### src/rtl/complex_div_pkg.sv
`default_nettype none
// +------------------------------------------------------------------------+
// | complex_div_pkg                                                        |
// | Shared state encoding, default widths and derived timing constants for |
// | the sequential complex divider. Honours macro COMPLEX_DIV_ROUND_EN.    |
// | Rev 1.0                                                                |
// +------------------------------------------------------------------------+
package complex_div_pkg;

    localparam int DEF_IN_W   = 4;
    localparam int DEF_FRAC_W = 4;

`ifdef COMPLEX_DIV_ROUND_EN
    localparam int ROUND_BITS = 1;
`else
    localparam int ROUND_BITS = 0;
`endif

    typedef enum logic [1:0] {
        S_IDLE = 2'd0,
        S_CALC = 2'd1,
        S_DIV  = 2'd2,
        S_DONE = 2'd3
    } state_t;

    function automatic int iter_count(input int in_w, input int frac_w);
        return 2 * in_w + frac_w + ROUND_BITS;
    endfunction

    // Two CALC cycles precede the divider iterations.
    function automatic int latency(input int in_w, input int frac_w);
        return iter_count(in_w, frac_w) + 2;
    endfunction

    localparam int DEF_ITER    = iter_count(DEF_IN_W, DEF_FRAC_W);
    localparam int DEF_LATENCY = latency(DEF_IN_W, DEF_FRAC_W);

endpackage
`default_nettype wire

### src/rtl/cdiv_udiv.sv
`default_nettype none
// +------------------------------------------------------------------------+
// | cdiv_udiv                                                              |
// | Unsigned restoring divider datapath, one quotient bit per enable.      |
// | Rev 1.0                                                                |
// +------------------------------------------------------------------------+
module cdiv_udiv
    import complex_div_pkg::*;
#(
    parameter int NB    = DEF_ITER,
    parameter int DEN_W = 2 * DEF_IN_W + 1
) (
    input  logic             clk,
    input  logic             rst_n,
    input  logic             i_load,
    input  logic             i_en,
    input  logic [NB-1:0]    i_dividend,
    input  logic [DEN_W-1:0] i_divisor,
    output logic [NB-1:0]    o_quot_next
);

    logic [NB-1:0]    r_dvd;
    logic [NB-2:0]    r_quot;
    logic [DEN_W-1:0] r_rem;
    logic [DEN_W-1:0] r_div;

    logic [DEN_W:0]   w_trial;
    logic [DEN_W-1:0] w_diff;
    logic             w_ge;

    // Remainder stays below the divisor, so the difference fits DEN_W bits.
    assign w_trial     = {r_rem, r_dvd[NB-1]};
    assign w_ge        = (w_trial >= {1'b0, r_div});
    assign w_diff      = w_trial[DEN_W-1:0] - r_div;
    assign o_quot_next = {r_quot, w_ge};

    always_ff @(posedge clk or negedge rst_n) begin
        if (!rst_n) begin
            r_dvd  <= '0;
            r_quot <= '0;
            r_rem  <= '0;
            r_div  <= '0;
        end else if (i_load) begin
            r_dvd  <= i_dividend;
            r_quot <= '0;
            r_rem  <= '0;
            r_div  <= i_divisor;
        end else if (i_en) begin
            r_dvd  <= r_dvd << 1;
            r_quot <= o_quot_next[NB-2:0];
            r_rem  <= w_ge ? w_diff : w_trial[DEN_W-1:0];
        end
    end

endmodule
`default_nettype wire

### src/rtl/complex_div_seq.sv
`default_nettype none
// +------------------------------------------------------------------------+
// | complex_div_seq                                                        |
// | Sequential fixed-point complex divider (A+jB)/(C+jD) with saturation.  |
// | Macro COMPLEX_DIV_ROUND_EN selects round-half-away-from-zero.          |
// | Rev 1.0                                                                |
// +------------------------------------------------------------------------+
module complex_div_seq
    import complex_div_pkg::*;
#(
    parameter int IN_W   = DEF_IN_W,
    parameter int FRAC_W = DEF_FRAC_W
) (
    input  logic                     clk,
    input  logic                     rst_n,
    input  logic                     in_valid,
    output logic                     in_ready,
    input  logic signed [IN_W-1:0]   A_in,
    input  logic signed [IN_W-1:0]   B_in,
    input  logic signed [IN_W-1:0]   C_in,
    input  logic signed [IN_W-1:0]   D_in,
    output logic                     out_valid,
    input  logic                     out_ready,
    output logic [IN_W+FRAC_W-1:0]   Div_r,
    output logic [IN_W+FRAC_W-1:0]   Div_i,
    output logic                     div_zero,
    output logic                     sat
);

    localparam int c_OUT_W  = IN_W + FRAC_W;
    localparam int c_PROD_W = 2 * IN_W + 1;
    localparam int c_MAG_W  = 2 * IN_W;
    localparam int c_NB     = iter_count(IN_W, FRAC_W);
    localparam int c_SHIFT  = FRAC_W + ROUND_BITS;
    localparam int c_CNT_W  = $clog2(c_NB + 1);

    localparam logic [c_NB:0]      c_POS_LIM  = (c_NB+1)'((64'd1 << (c_OUT_W - 1)) - 64'd1);
    localparam logic [c_NB:0]      c_NEG_LIM  = (c_NB+1)'(64'd1 << (c_OUT_W - 1));
    localparam logic [c_OUT_W-1:0] c_MAX_CODE = {1'b0, {(c_OUT_W-1){1'b1}}};
    localparam logic [c_OUT_W-1:0] c_MIN_CODE = {1'b1, {(c_OUT_W-1){1'b0}}};

    state_t r_state, w_state_next;
    logic   w_capture, w_load, w_en, w_finish;

    logic                       r_phase;
    logic signed [IN_W-1:0]     r_a, r_b, r_c, r_d;
    logic signed [c_PROD_W-1:0] r_nr, r_ni;
    logic [c_PROD_W-1:0]        r_den;
    logic [c_CNT_W-1:0]         r_cnt;
    logic [c_OUT_W-1:0]         r_div_r, r_div_i;
    logic                       r_dz, r_sat;

    logic signed [c_PROD_W-1:0] w_ax, w_bx, w_cx, w_dx;
    logic signed [c_PROD_W-1:0] w_nr, w_ni, w_den;
    logic                       w_neg_r, w_neg_i;
    logic [c_MAG_W-1:0]         w_mag_r, w_mag_i;
    logic [c_NB-1:0]            w_q_r, w_q_i;
    logic [c_NB:0]              w_rq_r, w_rq_i;
    logic [c_OUT_W:0]           w_fin_r, w_fin_i;

    assign w_ax = {{(c_PROD_W-IN_W){r_a[IN_W-1]}}, r_a};
    assign w_bx = {{(c_PROD_W-IN_W){r_b[IN_W-1]}}, r_b};
    assign w_cx = {{(c_PROD_W-IN_W){r_c[IN_W-1]}}, r_c};
    assign w_dx = {{(c_PROD_W-IN_W){r_d[IN_W-1]}}, r_d};

    assign w_nr  = w_ax * w_cx + w_bx * w_dx;
    assign w_ni  = w_bx * w_cx - w_ax * w_dx;
    assign w_den = w_cx * w_cx + w_dx * w_dx;

    // |N| never exceeds 2^(2*IN_W-1), so the low c_MAG_W bits hold it exactly.
    assign w_neg_r = r_nr[c_PROD_W-1];
    assign w_neg_i = r_ni[c_PROD_W-1];
    assign w_mag_r = w_neg_r ? (c_MAG_W'(0) - r_nr[c_MAG_W-1:0]) : r_nr[c_MAG_W-1:0];
    assign w_mag_i = w_neg_i ? (c_MAG_W'(0) - r_ni[c_MAG_W-1:0]) : r_ni[c_MAG_W-1:0];

    cdiv_udiv #(.NB(c_NB), .DEN_W(c_PROD_W)) u_udiv_r (
        .clk         (clk),
        .rst_n       (rst_n),
        .i_load      (w_load),
        .i_en        (w_en),
        .i_dividend  ({w_mag_r, {c_SHIFT{1'b0}}}),
        .i_divisor   (r_den),
        .o_quot_next (w_q_r)
    );

    cdiv_udiv #(.NB(c_NB), .DEN_W(c_PROD_W)) u_udiv_i (
        .clk         (clk),
        .rst_n       (rst_n),
        .i_load      (w_load),
        .i_en        (w_en),
        .i_dividend  ({w_mag_i, {c_SHIFT{1'b0}}}),
        .i_divisor   (r_den),
        .o_quot_next (w_q_i)
    );

`ifdef COMPLEX_DIV_ROUND_EN
    // Extra LSB is the half bit; rounding the magnitude rounds away from zero.
    assign w_rq_r = ({1'b0, w_q_r} + (c_NB+1)'(1)) >> 1;
    assign w_rq_i = ({1'b0, w_q_i} + (c_NB+1)'(1)) >> 1;
`else
    assign w_rq_r = {1'b0, w_q_r};
    assign w_rq_i = {1'b0, w_q_i};
`endif

    function automatic logic [c_OUT_W:0] sat_apply(input logic [c_NB:0] mag, input logic neg);
        logic [c_OUT_W-1:0] low;
        low = mag[c_OUT_W-1:0];
        if (!neg && (mag > c_POS_LIM))
            return {1'b1, c_MAX_CODE};
        else if (neg && (mag > c_NEG_LIM))
            return {1'b1, c_MIN_CODE};
        else
            return {1'b0, neg ? (c_OUT_W'(0) - low) : low};
    endfunction

    assign w_fin_r = sat_apply(w_rq_r, w_neg_r);
    assign w_fin_i = sat_apply(w_rq_i, w_neg_i);

    always_ff @(posedge clk or negedge rst_n) begin
        if (!rst_n)
            r_state <= S_IDLE;
        else
            r_state <= w_state_next;
    end

    always_comb begin
        w_state_next = r_state;
        w_capture    = 1'b0;
        w_load       = 1'b0;
        w_en         = 1'b0;
        w_finish     = 1'b0;
        case (r_state)
            S_IDLE: begin
                if (in_valid) begin
                    w_capture    = 1'b1;
                    w_state_next = S_CALC;
                end
            end
            S_CALC: begin
                if (r_phase) begin
                    if (r_den == '0) begin
                        w_state_next = S_DONE;
                    end else begin
                        w_load       = 1'b1;
                        w_state_next = S_DIV;
                    end
                end
            end
            S_DIV: begin
                w_en = 1'b1;
                if (r_cnt == c_CNT_W'(1)) begin
                    w_finish     = 1'b1;
                    w_state_next = S_DONE;
                end
            end
            S_DONE: begin
                if (out_ready)
                    w_state_next = S_IDLE;
            end
            default: w_state_next = S_IDLE;
        endcase
    end

    always_ff @(posedge clk or negedge rst_n) begin
        if (!rst_n) begin
            r_phase <= 1'b0;
            r_a     <= '0;
            r_b     <= '0;
            r_c     <= '0;
            r_d     <= '0;
            r_nr    <= '0;
            r_ni    <= '0;
            r_den   <= '0;
            r_cnt   <= '0;
            r_div_r <= '0;
            r_div_i <= '0;
            r_dz    <= 1'b0;
            r_sat   <= 1'b0;
        end else begin
            if (w_capture) begin
                r_a     <= A_in;
                r_b     <= B_in;
                r_c     <= C_in;
                r_d     <= D_in;
                r_phase <= 1'b0;
            end
            if (r_state == S_CALC && !r_phase) begin
                r_nr    <= w_nr;
                r_ni    <= w_ni;
                r_den   <= w_den;
                r_phase <= 1'b1;
            end
            if (w_load)
                r_cnt <= c_CNT_W'(c_NB);
            else if (w_en)
                r_cnt <= r_cnt - c_CNT_W'(1);
            if (w_finish) begin
                r_div_r <= w_fin_r[c_OUT_W-1:0];
                r_div_i <= w_fin_i[c_OUT_W-1:0];
                r_sat   <= w_fin_r[c_OUT_W] | w_fin_i[c_OUT_W];
                r_dz    <= 1'b0;
            end
            if (r_state == S_CALC && r_phase && r_den == '0) begin
                r_div_r <= '0;
                r_div_i <= '0;
                r_sat   <= 1'b0;
                r_dz    <= 1'b1;
            end
        end
    end

    assign in_ready  = (r_state == S_IDLE);
    assign out_valid = (r_state == S_DONE);
    assign Div_r     = r_div_r;
    assign Div_i     = r_div_i;
    assign div_zero  = r_dz;
    assign sat       = r_sat;

endmodule
`default_nettype wire
### config.mk
export PLATFORM = sky130hd
export DESIGN_NAME = complex_div_seq
export DESIGN_NICKNAME = d
export VERILOG_FILES = /design/src/rtl/complex_div_pkg.sv /design/src/rtl/cdiv_udiv.sv /design/src/rtl/complex_div_seq.sv
export SDC_FILE = /design/constraint.sdc
export NUM_CORES = 1
export LEC_CHECK = 0
export CAP_MARGIN = 0
export CORE_UTILIZATION = 25
export CTS_BUF_LIST = sky130_fd_sc_hd__clkbuf_16
export DETAILED_ROUTE_END_ITERATION = 8
export SYNTH_ARGS = -nofsm -noshare
export SYNTH_HDL_FRONTEND = slang
export SYNTH_HIERARCHICAL = 1
export SYNTH_SLANG_ARGS = --single-unit
### constraint.sdc
create_clock -name clk -period 14.55 [get_ports clk]
set_input_delay 2.91 -clock clk [delete_from_list [all_inputs] [get_ports clk]]
set_output_delay 2.91 -clock clk [all_outputs]
set_load 0.02 [all_outputs]
==> flow_summary.ini <==
[drt]
wl_um = 26300
drt_pass1_iterations = 6
post_drt_via_cell_ratio = 4.48
num_vias = 9080
wl_per_cell_um = 13.0
final_antenna_net_count = 0
drtIter0Drc = 459
drc = 0

[finish]
final_cells = 2029
diodes = 0
fin_nets = 1556
syn2layout_area_growth_pct = 12.6
fin_util = 0.285
drive_above_1_share = 0.0579

[yosys]
synth_ff_type = dfrtp_1
synth.top_cell.area_share = 0.302
synthAdderAreaFrac = 0.237
synth_edf_count = 0
yosys-top-cells-count = inv_1 (192), dfrtp_1 (150), nand2_1 (137)
synth.avg_cell_area_um2 = 9.31
synthDistinctLibCells = 74
ys_seq_area_frac = 0.302
synth_top_family_by_area = adder cells
muxShareOfSynthArea = 0.0537
yosysWarningCount = 6
synth_xor_area_frac = 0.0434
synthArstFlopShare = 1.00
yosysMostFrequentCell = inv_1
synth_cells = 1333
synth.largest_area_cell = dfrtp_1
synth_top_cells_by_area = dfrtp_1 (30%), fa_1 (14%), ha_1 (10%)
yosys.area_share.simple = 0.144
ys_seq_elements = 150
synth_compound_area_frac = 0.136
syn_area_mm2 = 0.0124

[timing]
tightest_slew_ns = 1.17
slew_headroom = 0.223
fin_crit_ns = 4.93
fin_hold_ws_ns = 0.480
finalHoldViolCount = 0
finalCritPeriodShare = 0.339
slew_violations = 0
fmax_mhz = 203
setup_viol = 0
finalClockSkew_ns = 0.00741
setup_tns_ns = 0
rsz0062_at_grt = no

[placed_design]
port_buffers = 39
dpl.hpwl_um = 19300
gp_congestion = 0.820
dp.cells = 1997

[critical_path]
crit_arrival_ns = 5.32
slowest_delay_ns = 0.62
end_kind = register
criticalPathCategory = reg2reg
cpLargestDelayFamily = adder cells
rrSetupSlack_ns = 9.62
cp_common_cell = inv_1
path_cells = nand2_1 -> fa_1 -> inv_1 -> fa_1 -> inv_1 -> ha_1 -> inv_1 -> fa_1 -> inv_1 -> fa_1 -> inv_1 -> ha_1 -> a21o_1 -> a21oi_1 -> o21ai_1 -> a2111oi_0 -> nand3b_1
cpMaxStageDelayCell = dfrtp_1
worstPathMaxFanout = 15
worst-path-buf-inv = 5
cp-start-kind = register
required_ns = 14.93

[global_route]
grt_pass1_wl_um = 45100
track_usage = 0.109
grt-ovfl-total = 0
antenna_found_initial = 0
grt_max_degree = 89
grt_pass1_vias = 9191

[cts]
cts_sinks = 150
clockBufferDepth = 2
htree_levels = 4
cts_root_buf = clkbuf_16
cts_tree = built
numCtsBuffers = 17
cts.clk_slew.worst_paths_ns = 0.07
post_cts_resize_count = 0
cts_setup_buffers = 0
hold_buffers = 0
insertion_delay_ns = 0.45

[run]
cap_violations = 0

[floorplan]
rows = 81
die_h_um = 225
start_util = 0.254
die_w_um = 225
die_area_mm2 = 0.0506
ios = 40
core_mm2 = 0.0490

[min_path]
hold_path.class = reg2reg

[outcome]
status = complete, no violations
placed cells by master, fill, tap and decap left out, types with 8 or more instances in the layout:
cell type	netlist	layout
fa_1	85	85
nor2b_1	13	13
o21a_1	14	14
a311oi_1	12	12
xor2_1	14	14
nand2_1	137	137
clkdlybuf4s50_1	0	38
o21ai_1	22	22
a21oi_1	47	47
nand2b_1	18	18
mux2_2	21	21
ha_1	99	98
nor2_1	76	76
nor3_1	23	23
mux2i_1	43	43
dfrtp_1	150	150
inv_1	192	193
o21ai_0	72	72
and2_1	32	32
o211ai_1	10	10
clkbuf_16	0	17
nand3_1	17	17
o31ai_1	15	15
conb_1	1	8
xnor2_1	45	45
a31oi_1	12	12
per-layer routing:
metal	part of all wire	wire length, µm	global-route usage	up-vias
met5	0	0	0	-
met4	0.013	335	0.0334	0
met3	0.034	905	0.0205	32
met2	0.45	11900	0.173	151
met1	0.50	13100	0.150	4411
li1	-	-	-	4486
area by class of cell:
class | count | area, µm²
Clock buffer | 17 | 425
Sequential cell | 150 | 3750
Tap cell | 664 | 831
Clock inverter | 15 | 131
Inverter | 193 | 724
Timing Repair Buffer | 45 | 437
Fill cell | 5174 | 35000
Multi-Input combinational cell | 945 | 7670
flip-flops by register name, summed over array words and instances (netlist names), 8 cells and up:
name,cells
r_ni,9
u_udiv_r/r_quot,11
u_udiv_i/r_rem,9
u_udiv_r/r_dvd,12
r_den,9
r_nr,9
Div_i,8
u_udiv_i/r_quot,11
Div_r,8
u_udiv_r/r_div,9
u_udiv_r/r_rem,9
u_udiv_i/r_div,9
u_udiv_i/r_dvd,12
kinds of logic after synthesis:
| kind of cell | Yosys count |
|---|---|
| AND/OR/NAND/NOR | 368 |
| multiplexers | 64 |
| AO/OA/AOI/OAI | 261 |
| buffers and inverters | 245 |
| flip-flops | 150 |
| XOR/XNOR | 60 |
| adder cells (fa/ha/maj) | 184 |
| other | 1 |
worst min-delay path, stage by stage (launching register included):
cell and delay [ns]:
dfrtp_1 0.34, nand2_1 0.05, nand2_1 0.05
per-stage QoR:
stage	setup WS [ns]	cell area (µm²)
3_3_place_gp	9.75	13400
2_1_floorplan	9.93	12400
5_1_grt	9.33	14000
4_1_cts	9.60	14000
6_report	9.62	14000
3_5_place_dp	9.64	13400
path summary, 6_finish.rpt:
check	from	to	cells after the start
setup / recovery	r_c[0]	r_ni[7]	17
hold / removal	div_zero	div_zero	2
setup reg to reg	r_c[0]	r_ni[7]	17
hold reg to reg	div_zero	div_zero	2
max in group asynchronous	rst_n	r_b[0]	2
min in group asynchronous	rst_n	r_state[1]	1
Power is not shown: default switching activity piles up to over one toggle a cycle in this logic, so the estimate is an artifact.
